===== src/rtl/cache_sweep_sequencer.sv =====
// Address sweep sequencer in front of the direct-mapped cache: base/stride/length/passes, one request in flight.
// Define SWEEP_CHECKSUM_EN to add a rotate-XOR checksum of every accepted response word.
module cache_sweep_sequencer #(
  parameter int ADDR_W = 15,
  parameter int DATA_W = 32,
  parameter int CNT_W  = 13,
  parameter int LEN_W  = 16,
  parameter int PASS_W = 4
) (
  input  logic              clk,
  input  logic              rst,
  input  logic              start,
  input  logic [ADDR_W-1:0] cfg_base,
  input  logic [ADDR_W-1:0] cfg_stride,
  input  logic [LEN_W-1:0]  cfg_len,
  input  logic [PASS_W-1:0] cfg_passes,
  output logic              req_valid,
  input  logic              req_ready,
  output logic [ADDR_W-1:0] req_addr,
  input  logic              rsp_valid,
  input  logic              rsp_hit,
  input  logic [DATA_W-1:0] rsp_data,
  output logic              busy,
  output logic              done,
  output logic [CNT_W-1:0]  hit_count,
  output logic [CNT_W-1:0]  miss_count,
  output logic [DATA_W-1:0] data_out
`ifdef SWEEP_CHECKSUM_EN
  ,
  output logic [DATA_W-1:0] checksum
`endif
);

  typedef enum logic [1:0] {IDLE, ISSUE, WAIT, DONE} SweepState;

  SweepState state, nextState;

  logic [ADDR_W-1:0] baseReg, strideReg, curAddr;
  logic [LEN_W-1:0]  lenReg, accIdx, accIdxInc;
  logic [PASS_W-1:0] passesReg, passIdx;
  logic [PASS_W:0]   passIdxInc, passTarget;
  logic              startAccept, rspAccept, lastInPass, runEnd;

  assign req_addr = curAddr;

  always_ff @(posedge clk) begin
    if (rst) state <= IDLE;
    else     state <= nextState;
  end

  // A response can land in the handshake cycle itself; ISSUE then advances exactly like WAIT would.
  always_comb begin
    nextState   = state;
    req_valid   = 1'b0;
    busy        = 1'b0;
    done        = 1'b0;
    rspAccept   = 1'b0;
    startAccept = 1'b0;
    accIdxInc   = accIdx + LEN_W'(1);
    passIdxInc  = {1'b0, passIdx} + (PASS_W+1)'(1);
    passTarget  = (passesReg == '0) ? (PASS_W+1)'(1) : {1'b0, passesReg};
    lastInPass  = (accIdxInc == lenReg);
    runEnd      = lastInPass && (passIdxInc == passTarget);
    case (state)
      IDLE, DONE: begin
        done        = (state == DONE);
        startAccept = start;
        if (start) nextState = (cfg_len == '0) ? DONE : ISSUE;
      end
      ISSUE: begin
        req_valid = 1'b1;
        busy      = 1'b1;
        if (req_ready) begin
          rspAccept = rsp_valid;
          if (rsp_valid) nextState = runEnd ? DONE : ISSUE;
          else           nextState = WAIT;
        end
      end
      WAIT: begin
        busy = 1'b1;
        if (rsp_valid) begin
          rspAccept = 1'b1;
          nextState = runEnd ? DONE : ISSUE;
        end
      end
      default: nextState = IDLE;
    endcase
  end

  // Config latch, sweep position and per-run statistics; counters stick at all-ones.
  always_ff @(posedge clk) begin
    if (rst) begin
      baseReg    <= '0;
      strideReg  <= '0;
      lenReg     <= '0;
      passesReg  <= '0;
      curAddr    <= '0;
      accIdx     <= '0;
      passIdx    <= '0;
      hit_count  <= '0;
      miss_count <= '0;
      data_out   <= '0;
`ifdef SWEEP_CHECKSUM_EN
      checksum   <= '0;
`endif
    end else if (startAccept) begin
      baseReg    <= cfg_base;
      strideReg  <= cfg_stride;
      lenReg     <= cfg_len;
      passesReg  <= cfg_passes;
      curAddr    <= cfg_base;
      accIdx     <= '0;
      passIdx    <= '0;
      hit_count  <= '0;
      miss_count <= '0;
`ifdef SWEEP_CHECKSUM_EN
      checksum   <= '0;
`endif
    end else if (rspAccept) begin
      if (rsp_hit) begin
        if (hit_count != '1) hit_count <= hit_count + CNT_W'(1);
      end else begin
        if (miss_count != '1) miss_count <= miss_count + CNT_W'(1);
      end
      data_out <= rsp_data;
`ifdef SWEEP_CHECKSUM_EN
      checksum <= {checksum[DATA_W-2:0], checksum[DATA_W-1]} ^ rsp_data;
`endif
      if (lastInPass) begin
        accIdx  <= '0;
        passIdx <= passIdx + PASS_W'(1);
        curAddr <= baseReg;
      end else begin
        accIdx  <= accIdxInc;
        curAddr <= curAddr + strideReg;
      end
    end
  end

endmodule

===== config.mk =====
export PLATFORM = sky130hd
export DESIGN_NAME = cache_sweep_sequencer
export DESIGN_NICKNAME = d
export VERILOG_FILES = /design/src/rtl/cache_sweep_sequencer.sv
export SDC_FILE = /design/constraint.sdc
export NUM_CORES = 1
export LEC_CHECK = 0
export ABC_AREA = 1
export BUFFER_PORTS_ARGS = -buffer_cell sky130_fd_sc_hd__buf_2
export CORE_ASPECT_RATIO = 1.4
export CORE_UTILIZATION = 40
export CTS_CLUSTER_DIAMETER = 40
export CTS_CLUSTER_SIZE = 40
export DETAILED_ROUTE_END_ITERATION = 10
export GPL_ROUTABILITY_DRIVEN = 0
export REMOVE_ABC_BUFFERS = 1
export SKIP_CTS_REPAIR_TIMING = 1
export SYNTH_ARGS = -nofsm -noshare
export SYNTH_HDL_FRONTEND = slang
export SYNTH_SLANG_ARGS = --single-unit
export TNS_END_PERCENT = 10

===== constraint.sdc =====
create_clock -name clk -period 2.8 [get_ports clk]
set_clock_uncertainty 0.15 [all_clocks]
set_input_delay 0 -clock clk [delete_from_list [all_inputs] [get_ports clk]]
set_output_delay 0 -clock clk [all_outputs]
set_load 0.01 [all_outputs]

==> impl_metrics.env <==
export IMPL_antenna_found_initial=0
export IMPL_synth_cells=1079
export IMPL_critPathMostFrequentCell="inv_1"
export IMPL_utilization_pct=56.1
export IMPL_total_power_mw=7.80
export IMPL_p_per_area_mw_per_mm2=770
export IMPL_critPathBufInv=6
export IMPL_start_util_pct=40.9
export IMPL_fin_crit_ns=2.64
export IMPL_numClockSinks=145
export IMPL_synth_area_mm2=0.00740
export IMPL_cellLeakagePower_nw=4.71
export IMPL_worst_setup_path_start_kind="register"
export IMPL_drt_initial_drc_count=366
export IMPL_grt_pass1_vias=6743
export IMPL_met2_length_mm=11.3
export IMPL_dieArea_mm2=0.0190
export IMPL_maxSlewViolCount=0
export IMPL_die_y_um=163
export IMPL_cp_max_fo=29
export IMPL_cpLargestDelayFamily="buffers and inverters"
export IMPL_crit_type="reg -> reg"
export IMPL_cts_root_buf="clkbuf_16"
export IMPL_vias=7798
export IMPL_post_place_ws_ns=0.169
export IMPL_yosys_warnings=0
export IMPL_area_growth_pct=37.0
export IMPL_cts_max_level=4
export IMPL_clockBufferDepth=2
export IMPL_hpwl_mm=15.0
export IMPL_wl_met1_mm=9.08
export IMPL_relSlewSlack_pct=53.4
export IMPL_synth_top_cell_by_area="dfxtp_1"
export IMPL_fin_area_mm2=0.0101
export IMPL_required_ns=3.01
export IMPL_fin_ws_ns=0.158
export IMPL_num_antenna_cells=0
export IMPL_period_share_pct=94.3
export IMPL_slowest_stage="dlygate4sd3_1"
export IMPL_grtUsageTotal_pct=22.1
export IMPL_rows=58
export IMPL_hold_path_class="in -> reg"
export IMPL_route_detailed_drc=0
export IMPL_vias_per_cell=4.90
export IMPL_postRouteAntennaNets=0
export IMPL_cts_buffers=17
export IMPL_status="complete, no violations"
export IMPL_insertion_delay_ns=0.42
export IMPL_numPortBuffers=163
export IMPL_synth_seq_area_share_pct=39.2
export IMPL_ys_seq_elements=145
export IMPL_clk_pin_slew_ns=0.06
export IMPL_setup_tns_ns=0
export IMPL_core_area_mm2=0.0181
export IMPL_wl_per_cell_um=13.7
export IMPL_synthTopCellsByArea="dfxtp_1, nand2_1, nor2_1"
export IMPL_hold_violations=0
export IMPL_drive_gt1_share_pct=18.4
export IMPL_grt_pass1_wl_mm=32.4
export IMPL_firstDrtPassIters=4
export IMPL_wl_met3_um=918
export IMPL_fin_nets=1448
export IMPL_max_slew_worst_pin_slew_ns=0.698
export IMPL_die_w_um=117
export IMPL_maxCapViolCount=0
export IMPL_synth_top_area_share_pct=39.2
export IMPL_routed_wl_mm=21.8
export IMPL_ios=164
export IMPL_critical_path_max_stage_delay_ns=0.56
export IMPL_placed_area_mm2=0.00852
export IMPL_path_cells="inv_1 -> ha_1 -> nand2_2 -> inv_1 -> buf_4 -> nor2_1 -> clkinv_1 -> buf_12 -> o22ai_1 -> dlygate4sd3_1"
export IMPL_avgSynthCellArea_um2=6.86
export IMPL_grt_max_degree=69
export IMPL_ys_types=42
export IMPL_arrival_ns=2.85
export IMPL_end_kind="register"
export IMPL_setup_viol=0
export IMPL_overflow=0
export IMPL_fmax_mhz=379
export IMPL_ir_worst_vdd_mv=0.545
export IMPL_cts_tree="done"
export IMPL_top_layer="met4"
per-stage QoR:
step	cells	hold slack (ns)
CTS	1493	-0.333
finish	1591	0.212
detailed placement	1461	0.106
global placement	1461	0.0988
floorplan	1036	-0.0809
global route	1591	0.223
synthesized netlist by cell type, drive strengths merged:
library cell	n
nor4	2
xnor2	6
clkinv	1
a211oi	1
a21boi	1
clkbuf	34
nand2	199
o31ai	2
a31oi	3
nand4	36
buf	9
dfxtp	145
nand3b	5
nor3	11
inv	118
nor3b	3
or2	6
a21oi	85
o22ai	7
nor2	169
o21ai	90
o41ai	1
nand3	102
xor2	14
a21o	1
o21bai	3
fa	1
ha	21
and3	3
worst reg2reg max path, stage by stage (launching register included):
cell and delay [ns]:
dfxtp_1 0.37, inv_1 0.06, ha_1 0.34, nand2_2 0.08
inv_1 0.05, buf_4 0.18, nor2_1 0.14, clkinv_1 0.25
buf_12 0.26, o22ai_1 0.14, dlygate4sd3_1 0.56
cell type report:
class | instances | area, um^2
Fill cell | 1708 | 7940
Clock inverter | 9 | 154
Clock buffer | 23 | 478
Sequential cell | 145 | 2910
Multi-Input combinational cell | 772 | 3880
Inverter | 119 | 447
Timing Repair Buffer | 283 | 1970
Tap cell | 240 | 300
cells by family (layout without fill, tap and decap cells):
group                    after synthesis  in the layout  synth area share (%)
AO/OA/AOI/OAI                        194            194                  13.7
buffers and inverters                162            434                  8.42
XOR/XNOR                              20             20                  2.37
AND/OR/NAND/NOR                      536            536                  32.4
flip-flops                           145            145                  39.2
adder cells (fa/ha/maj)               22             22                  3.82
power breakdown:
group | switching [mW] | total (mW) | internal, mW
registers | 0.227 | 2.67 | 2.44
logic | 1.65 | 2.69 | 1.04
clock network | 0.876 | 2.44 | 1.56
total | 2.76 | 7.80 | 5.04
final timing paths:
path / from / to / slack, ns / cells past startpoint
worst min register to register: baseReg[4] / baseReg[4] / 0.31 / 2
worst max register to register: state[0] / baseReg[12] / 0.16 / 10
worst max-delay path: state[0] / baseReg[12] / 0.16 / 10
worst min-delay path: cfg_stride[7] / strideReg[7] / 0.21 / 4
placed cells by master, fill, tap and decap left out, drive strengths merged:
cell,n
xor2,14
a21o,1
fa,1
o41ai,1
or2,6
and3,3
nand2,199
nand3,102
bufinv,4
buf,188
nand4,36
dlygate4sd3,95
dfxtp,145
a21oi,85
o21bai,3
o31ai,2
a21boi,1
xnor2,6
nor3,11
o21ai,90
o22ai,7
nor4,2
a31oi,3
inv,118
nand3b,5
nor2,169
a211oi,1
clkinvlp,2
clkinv,4
clkbuf,23
ha,21
nor3b,3
state kept, by name, summed over array words and instances, names as in the netlist:
name        count
miss_count     13
passesReg       4
accIdx         16
data_out       32
lenReg         16
passIdx         4
req_addr       15
hit_count      13
baseReg        15
state           2
strideReg      15
metal layers:
metal	track usage, %	up-vias
met2	40.2	181
met4	9.09	0
met3	3.80	37
met1	24.9	3524
met5	0	-
li1	-	4056
(Power assumes the default switching activity.)
